`src/rtl/lsu_axi_controller_pkg.sv`:
```
// Shared types and constants for the load/store unit.
// - mem_size_e  : access width encoding driven by the decoder
// - lsu_state_e : sequencer states
// - RESP_*      : AXI response codes the LSU cares about
// - norm_size() : folds the unused size encoding onto WORD
package lsu_axi_controller_pkg;

  typedef enum logic [1:0] {
    SIZE_BYTE = 2'd0,
    SIZE_HALF = 2'd1,
    SIZE_WORD = 2'd2
  } mem_size_e;

  typedef enum logic [2:0] {
    ST_IDLE,
    ST_WR_REQ,
    ST_WR_RESP,
    ST_RD_REQ,
    ST_RD_RESP,
    ST_DONE
  } lsu_state_e;

  localparam logic [1:0] RESP_OKAY   = 2'b00;
  localparam logic [1:0] RESP_SLVERR = 2'b10;

  // Encoding 3 is not a legal size; it behaves exactly like a word access.
  function automatic mem_size_e norm_size(input logic [1:0] raw);
    case (raw)
      2'd0:    return SIZE_BYTE;
      2'd1:    return SIZE_HALF;
      default: return SIZE_WORD;
    endcase
  endfunction

endpackage

```
`src/rtl/lsu_data_align.sv`:
```
// Byte-lane steering for the LSU (pure combinational).
// Store side (request-time inputs):
//   req_size, req_off, store_data -> misaligned, wstrb, wdata
// Load side (latched request attributes + returned bus data):
//   ld_size, ld_off, ld_unsigned, rdata -> load_ext
module lsu_data_align
  import lsu_axi_controller_pkg::*;
(
  input  mem_size_e   req_size,
  input  logic [1:0]  req_off,
  input  logic [31:0] store_data,
  output logic        misaligned,
  output logic [3:0]  wstrb,
  output logic [31:0] wdata,
  input  mem_size_e   ld_size,
  input  logic [1:0]  ld_off,
  input  logic        ld_unsigned,
  input  logic [31:0] rdata,
  output logic [31:0] load_ext
);

  logic [31:0] shifted;

  // Narrow stores replicate the operand across all lanes so the strobe alone
  // selects which copy lands in memory.
  always_comb begin
    misaligned = 1'b0;
    wstrb      = 4'b1111;
    wdata      = store_data;
    case (req_size)
      SIZE_BYTE: begin
        wstrb = 4'b0001 << req_off;
        wdata = {4{store_data[7:0]}};
      end
      SIZE_HALF: begin
        wstrb      = 4'b0011 << req_off;
        wdata      = {2{store_data[15:0]}};
        misaligned = req_off[0];
      end
      default: begin
        misaligned = |req_off;
      end
    endcase
  end

  // Bring the addressed bytes down to bit 0, then extend to the register width.
  always_comb begin
    shifted  = rdata >> {ld_off, 3'b000};
    load_ext = shifted;
    case (ld_size)
      SIZE_BYTE: load_ext = {{24{~ld_unsigned & shifted[7]}}, shifted[7:0]};
      SIZE_HALF: load_ext = {{16{~ld_unsigned & shifted[15]}}, shifted[15:0]};
      default:   load_ext = shifted;
    endcase
  end

endmodule

```
`src/rtl/lsu_axi_controller.sv`:
```
// Load/store sequencer: turns one core memory instruction into a single
// AXI4-Lite read or write, stalling the core until the response returns.
// Ports:
//   clk, rst_n                  : clock, synchronous active-low reset
//   mem_req/mem_we/mem_size/... : request from execute (held while stall=1)
//   load_data, stall, mem_err   : results back to the core
//   aw*/w*/b*                   : AXI4-Lite write channels (master side)
//   ar*/r*                      : AXI4-Lite read channels (master side)
module lsu_axi_controller
  import lsu_axi_controller_pkg::*;
#(
  parameter int ADDR_W = 32,
  parameter int DATA_W = 32
) (
  input  logic              clk,
  input  logic              rst_n,
  input  logic              mem_req,
  input  logic              mem_we,
  input  logic [1:0]        mem_size,
  input  logic              mem_unsigned,
  input  logic [ADDR_W-1:0] addr,
  input  logic [DATA_W-1:0] store_data,
  output logic [DATA_W-1:0] load_data,
  output logic              stall,
  output logic              mem_err,
  output logic [ADDR_W-1:0] awaddr,
  output logic [2:0]        awprot,
  output logic              awvalid,
  input  logic              awready,
  output logic [DATA_W-1:0] wdata,
  output logic [3:0]        wstrb,
  output logic              wvalid,
  input  logic              wready,
  input  logic [1:0]        bresp,
  input  logic              bvalid,
  output logic              bready,
  output logic [ADDR_W-1:0] araddr,
  output logic [2:0]        arprot,
  output logic              arvalid,
  input  logic              arready,
  input  logic [DATA_W-1:0] rdata,
  input  logic [1:0]        rresp,
  input  logic              rvalid,
  output logic              rready
);

  lsu_state_e        state_q, state_d;
  logic [ADDR_W-1:0] addr_q, addr_d;
  logic [1:0]        off_q, off_d;
  mem_size_e         size_q, size_d;
  logic              unsigned_q, unsigned_d;
  logic [DATA_W-1:0] wdata_q, wdata_d;
  logic [3:0]        wstrb_q, wstrb_d;
  logic              awvalid_q, awvalid_d;
  logic              wvalid_q, wvalid_d;
  logic              bready_q, bready_d;
  logic              arvalid_q, arvalid_d;
  logic              rready_q, rready_d;
  logic              err_q, err_d;
  logic [DATA_W-1:0] load_data_q, load_data_d;

  mem_size_e   req_size;
  logic        misaligned;
  logic [3:0]  req_wstrb;
  logic [31:0] req_wdata;
  logic [31:0] load_ext;

  assign req_size = norm_size(mem_size);

  lsu_data_align u_align (
    .req_size    (req_size),
    .req_off     (addr[1:0]),
    .store_data  (store_data),
    .misaligned  (misaligned),
    .wstrb       (req_wstrb),
    .wdata       (req_wdata),
    .ld_size     (size_q),
    .ld_off      (off_q),
    .ld_unsigned (unsigned_q),
    .rdata       (rdata),
    .load_ext    (load_ext)
  );

  // Request attributes are captured when IDLE accepts, so later changes on the
  // core side cannot disturb a transaction already in flight.
  always_comb begin
    state_d     = state_q;
    addr_d      = addr_q;
    off_d       = off_q;
    size_d      = size_q;
    unsigned_d  = unsigned_q;
    wdata_d     = wdata_q;
    wstrb_d     = wstrb_q;
    awvalid_d   = awvalid_q;
    wvalid_d    = wvalid_q;
    bready_d    = bready_q;
    arvalid_d   = arvalid_q;
    rready_d    = rready_q;
    err_d       = err_q;
    load_data_d = load_data_q;
    case (state_q)
      ST_IDLE: begin
        if (mem_req) begin
          addr_d      = {addr[ADDR_W-1:2], 2'b00};
          off_d       = addr[1:0];
          size_d      = req_size;
          unsigned_d  = mem_unsigned;
          wdata_d     = req_wdata;
          wstrb_d     = req_wstrb;
          err_d       = 1'b0;
          load_data_d = '0;
          if (misaligned) begin
            err_d   = 1'b1;
            state_d = ST_DONE;
          end else if (mem_we) begin
            awvalid_d = 1'b1;
            wvalid_d  = 1'b1;
            state_d   = ST_WR_REQ;
          end else begin
            arvalid_d = 1'b1;
            state_d   = ST_RD_REQ;
          end
        end
      end
      ST_WR_REQ: begin
        // Address and data channels complete independently, in any order.
        if (awready) awvalid_d = 1'b0;
        if (wready)  wvalid_d  = 1'b0;
        if ((!awvalid_q || awready) && (!wvalid_q || wready)) begin
          bready_d = 1'b1;
          state_d  = ST_WR_RESP;
        end
      end
      ST_WR_RESP: begin
        if (bvalid) begin
          bready_d = 1'b0;
          err_d    = (bresp != RESP_OKAY);
          state_d  = ST_DONE;
        end
      end
      ST_RD_REQ: begin
        if (arready) begin
          arvalid_d = 1'b0;
          rready_d  = 1'b1;
          state_d   = ST_RD_RESP;
        end
      end
      ST_RD_RESP: begin
        if (rvalid) begin
          rready_d    = 1'b0;
          err_d       = (rresp != RESP_OKAY);
          load_data_d = (rresp != RESP_OKAY) ? '0 : load_ext;
          state_d     = ST_DONE;
        end
      end
      default: begin
        state_d = ST_IDLE;
      end
    endcase
  end

  always_ff @(posedge clk) begin
    if (!rst_n) begin
      state_q     <= ST_IDLE;
      addr_q      <= '0;
      off_q       <= '0;
      size_q      <= SIZE_BYTE;
      unsigned_q  <= 1'b0;
      wdata_q     <= '0;
      wstrb_q     <= '0;
      awvalid_q   <= 1'b0;
      wvalid_q    <= 1'b0;
      bready_q    <= 1'b0;
      arvalid_q   <= 1'b0;
      rready_q    <= 1'b0;
      err_q       <= 1'b0;
      load_data_q <= '0;
    end else begin
      state_q     <= state_d;
      addr_q      <= addr_d;
      off_q       <= off_d;
      size_q      <= size_d;
      unsigned_q  <= unsigned_d;
      wdata_q     <= wdata_d;
      wstrb_q     <= wstrb_d;
      awvalid_q   <= awvalid_d;
      wvalid_q    <= wvalid_d;
      bready_q    <= bready_d;
      arvalid_q   <= arvalid_d;
      rready_q    <= rready_d;
      err_q       <= err_d;
      load_data_q <= load_data_d;
    end
  end

  // Stall is combinational so the core freezes in the very cycle a request appears.
  assign stall     = mem_req && (state_q != ST_DONE);
  assign mem_err   = (state_q == ST_DONE) && err_q;
  assign load_data = load_data_q;
  assign awaddr    = addr_q;
  assign araddr    = addr_q;
  assign awprot    = 3'b000;
  assign arprot    = 3'b000;
  assign awvalid   = awvalid_q;
  assign wvalid    = wvalid_q;
  assign wdata     = wdata_q;
  assign wstrb     = wstrb_q;
  assign bready    = bready_q;
  assign arvalid   = arvalid_q;
  assign rready    = rready_q;

endmodule
```
`config.mk`:
```
export PLATFORM = sky130hd
export DESIGN_NAME = lsu_axi_controller
export DESIGN_NICKNAME = d
export VERILOG_FILES = /design/src/rtl/lsu_axi_controller_pkg.sv /design/src/rtl/lsu_data_align.sv /design/src/rtl/lsu_axi_controller.sv
export SDC_FILE = /design/constraint.sdc
export NUM_CORES = 1
export LEC_CHECK = 0
export CAP_MARGIN = 40
export CORE_ASPECT_RATIO = 1.1
export CORE_UTILIZATION = 42
export CTS_CLUSTER_SIZE = 30
export DETAILED_ROUTE_END_ITERATION = 6
export GPL_TIMING_DRIVEN = 0
export PLACE_DENSITY_LB_ADDON = 0.08
export SLEW_MARGIN = 20
export SYNTH_ARGS = -nofsm -noshare
export SYNTH_HDL_FRONTEND = slang
export SYNTH_SLANG_ARGS = --single-unit
```
`constraint.sdc`:
```
create_clock -name clk -period 1.9 [get_ports clk]
set_input_delay 0.38 -clock clk [delete_from_list [all_inputs] [get_ports clk]]
set_output_delay 0.38 -clock clk [all_outputs]
set_load 0.02 [all_outputs]
```
==> impl_metrics.json <==
{
  "critical_path_peak_fanout": 10,
  "r2r_start": "state_q[1]$_SDFFE_PN0P_",
  "start_kind": "flip-flop",
  "highest_layer": "met4",
  "seqCellArea_um2": 2240,
  "slowest_stage": "dfxtp_2",
  "grt_pass1_wl_um": 27900,
  "viasPerCell": 5.18,
  "design.die.area_um2": 13500,
  "clock_power_share_pct": 19.8,
  "power.leakage_nw": 3.49,
  "finalCritPeriodShare_pct": 98.6,
  "post-route-min-period_ns": 1.87,
  "synth_top_flop_cell": "dfxtp_1",
  "routedWlPerCell_um": 16.8,
  "power_switching_share_pct": 38.0,
  "r2r_setup_slack_ns": 0.13,
  "clock_tree.htree_level_count": 3,
  "hold_path.startpoint": "load_data[8]$_SDFFE_PN0P_",
  "ios": 257,
  "wl_met2_um": 9270,
  "area.growth.synth_to_final_pct": 55.9,
  "syn_area_per_cell_um2": 8.40,
  "detailed_place_hpwl_um": 14200,
  "fp.dieW_um": 111,
  "synth_area_um2": 5480,
  "worstRegToRegCells": 7,
  "netlist_instances": 652,
  "grt_util_all_layers_pct": 25.9,
  "power.switching_mw": 3.85,
  "post-layout-total-power_mw": 10.1,
  "most_common_cell_after_layout_fill_and_taps_aside": "clkdlybuf4s50_1",
  "clkTransAtPathRegs_ns": 0.07,
  "dr.first_iter.drc_count": 274,
  "run_status": "finished clean",
  "clockRootBuffer": "clkbuf_16",
  "worstHoldEndpoint": "load_data[8]$_SDFFE_PN0P_",
  "grt_max_degree": 17,
  "total_negative_slack_for_setup_checks_ns": 0,
  "cts_sinks": 112,
  "initial_utilization_pct": 43.3,
  "core-area_um2": 12600,
  "drc": 0,
  "cap_violations": 0,
  "ctsLongestPathBuffers": 2,
  "layout.cells.most_common_list": "243 x clkdlybuf4s50_1, 169 x nand2_1, 110 x dfxtp_1",
  "cts_tree": "yes",
  "final_layout_size_suffix_gt1_share_pct": 11.7,
  "critPathCaptureType": "output pin",
  "critical_path_class": "reg2out",
  "crit-reg2reg-capture": "wdata[13]$_SDFFE_PN0P_",
  "gr-total-overflow": 0,
  "min_path_type": "reg2reg",
  "antenna_found_initial": 0,
  "final-max-slew-violation-count": 0,
  "final_net_count": 1032,
  "worst-endpoint-required_ns": 1.52,
  "crit_path_max_incr_delay_ns": 0.35,
  "power-per-cell-area_nw_per_um2": 1190,
  "hold_path_cell_cnt": 2,
  "die_height_um": 122,
  "insertion_delay_ns": 0.34,
  "synth.distinct_cells": 55,
  "antenna_cells_inserted": 0,
  "routabilityCongestion": 0.918,
  "num_rows": 43,
  "number_of_global_route_vias_before_repair": 5527,
  "worst_clk_skew_ns": 0.00512,
  "detailroute.via_count": 5593,
  "synth-async-reset-ratio_pct": 0,
  "hold_viol_final": 0,
  "yosys_warnings": 0,
  "fillers": 1050,
  "critPathArrivalTime_ns": 1.49,
  "p_int_mw": 6.29,
  "seq_area_frac_synth_pct": 40.9,
  "multiInputGateArea_um2": 2750,
  "cts_made_buffers": 9,
  "path_cells": "buf_4, nor2b_2, a21boi_0, clkbuf_2",
  "met1_routed_wirelength_after_detailed_routing_um": 7070,
  "setup_viol": 0,
  "holdBufCountCts": 0,
  "wl_um": 18200,
  "power.sequential.fraction_pct": 31.7,
  "combinationalPowerShare_pct": 48.5,
  "final_antenna_net_count": 0,
  "detailedRoute.firstPassIterationCount": 5,
  "timing.hold.ws_ns": 0.451,
  "route.met3.wl_um": 1360,
  "ys_seq_elements": 112,
  "ir_drop_v": 0.000650,
  "io_buffer_count": 245,
  "fmax_ghz": 0.534,
  "synth_edf_count": 0
}
[critical path: cells and delay by family, from the launching register on]
family	cells	cell delay, ns
buffers and inverters	2	0.40
flip-flops	1	0.35
AO/OA/AOI/OAI	1	0.23
AND/OR/NAND/NOR	1	0.17
[power by group through the flow]
stage               Clock [mW]  Combinational [mW]  Sequential, mW
floorplan                    0                2.30            3.70
global placement             0                4.74            3.23
detailed placement           0                4.80            3.25
CTS                       2.04                4.83            3.21
global route              2.12                5.27            3.27
finish                    2.01                4.92            3.22
[cells by family after synthesis]
| family | synth area share, % |
|---|---|
| simple gates | 19.6 |
| buf+inv | 10.3 |
| compound gates | 22.4 |
| other cells | 0.0684 |
| mux | 6.62 |
| flops | 40.9 |
[Yosys cell counts, types with 5 or more instances]
cell type,count,area share [%]
nand3_1,9,0.82
a211o_1,8,1.3
o211ai_1,8,1.1
mux2i_1,34,6.2
nor2b_1,18,2.1
o211a_1,17,3.1
a32oi_1,7,1.1
dfxtp_1,112,41
clkbuf_1,20,1.4
buf_2,15,1.4
nand2_1,169,12
o21ai_1,5,0.46
buf_4,45,6.2
nor2_1,13,0.89
a22oi_1,10,1.4
o21ai_0,33,3.0
a21boi_0,50,6.9
a21oi_1,13,1.2
nor3_1,9,0.82
[timing repair]
action                                  in CTS  in global routing
gates resized for setup                     10                 11
buffers inserted                             0                  3
endpoints found under the setup margin      32                 38
pin swaps                                    0                  2
[per-layer routing]
| metal | up-vias | GRT usage, % |
|---|---|---|
| li1 | 2722 | - |
| met1 | 2605 | 28.0 |
| met2 | 232 | 48.0 |
| met3 | 34 | 7.51 |
| met4 | 0 | 9.83 |
| met5 | - | 0 |
[worst max path at each step]
| stage | slack, ns | end | start | cells past startpoint |
|---|---|---|---|---|
| 2_1_floorplan | 0.32 | err_q$_SDFFE_PN0P_ | mem_size[1] | 6 |
| 3_3_place_gp | -0.48 | wdata[17]$_SDFFE_PN0P_ | rst_n | 5 |
| 3_5_place_dp | -0.51 | wdata[17]$_SDFFE_PN0P_ | rst_n | 5 |
| 4_1_cts | -0.06 | load_data[27]$_SDFFE_PN0P_ | rvalid | 8 |
| 5_1_grt | -0.07 | stall | state_q[2]$_SDFFE_PN0P_ | 4 |
| 6_report | 0.03 | stall | state_q[2]$_SDFFE_PN0P_ | 4 |
[state kept, by name, summed over array words and instances, names as in the netlist, 2 cells and up]
register and count:
load_data 32, wdata 32, araddr 30, wstrb 4, state_q 3, off_q 2, size_q 2
[layout make-up]
type | count | area share, %
Inverter | 5 | 0.220
Clock buffer | 10 | 2.80
Clock inverter | 4 | 0.820
Tap cell | 157 | 2.30
Buffer | 87 | 6.43
Multi-Input combinational cell | 457 | 32.2
Timing Repair Buffer | 248 | 28.9
Sequential cell | 112 | 26.3
[stage by stage]
step | cells | area, µm² | worst slack [ns] | util, %
after floorplan | 661 | 5510 | 0.317 | -
after global placement | 1063 | 8160 | -0.477 | 64.6
after detailed placement | 1063 | 8160 | -0.505 | 64.6
after CTS | 1077 | 8480 | -0.0607 | 67.1
after global routing | 1080 | 8540 | -0.0696 | 67.6
final | 1080 | 8540 | 0.0260 | 67.6
(Power assumes the default switching activity.)
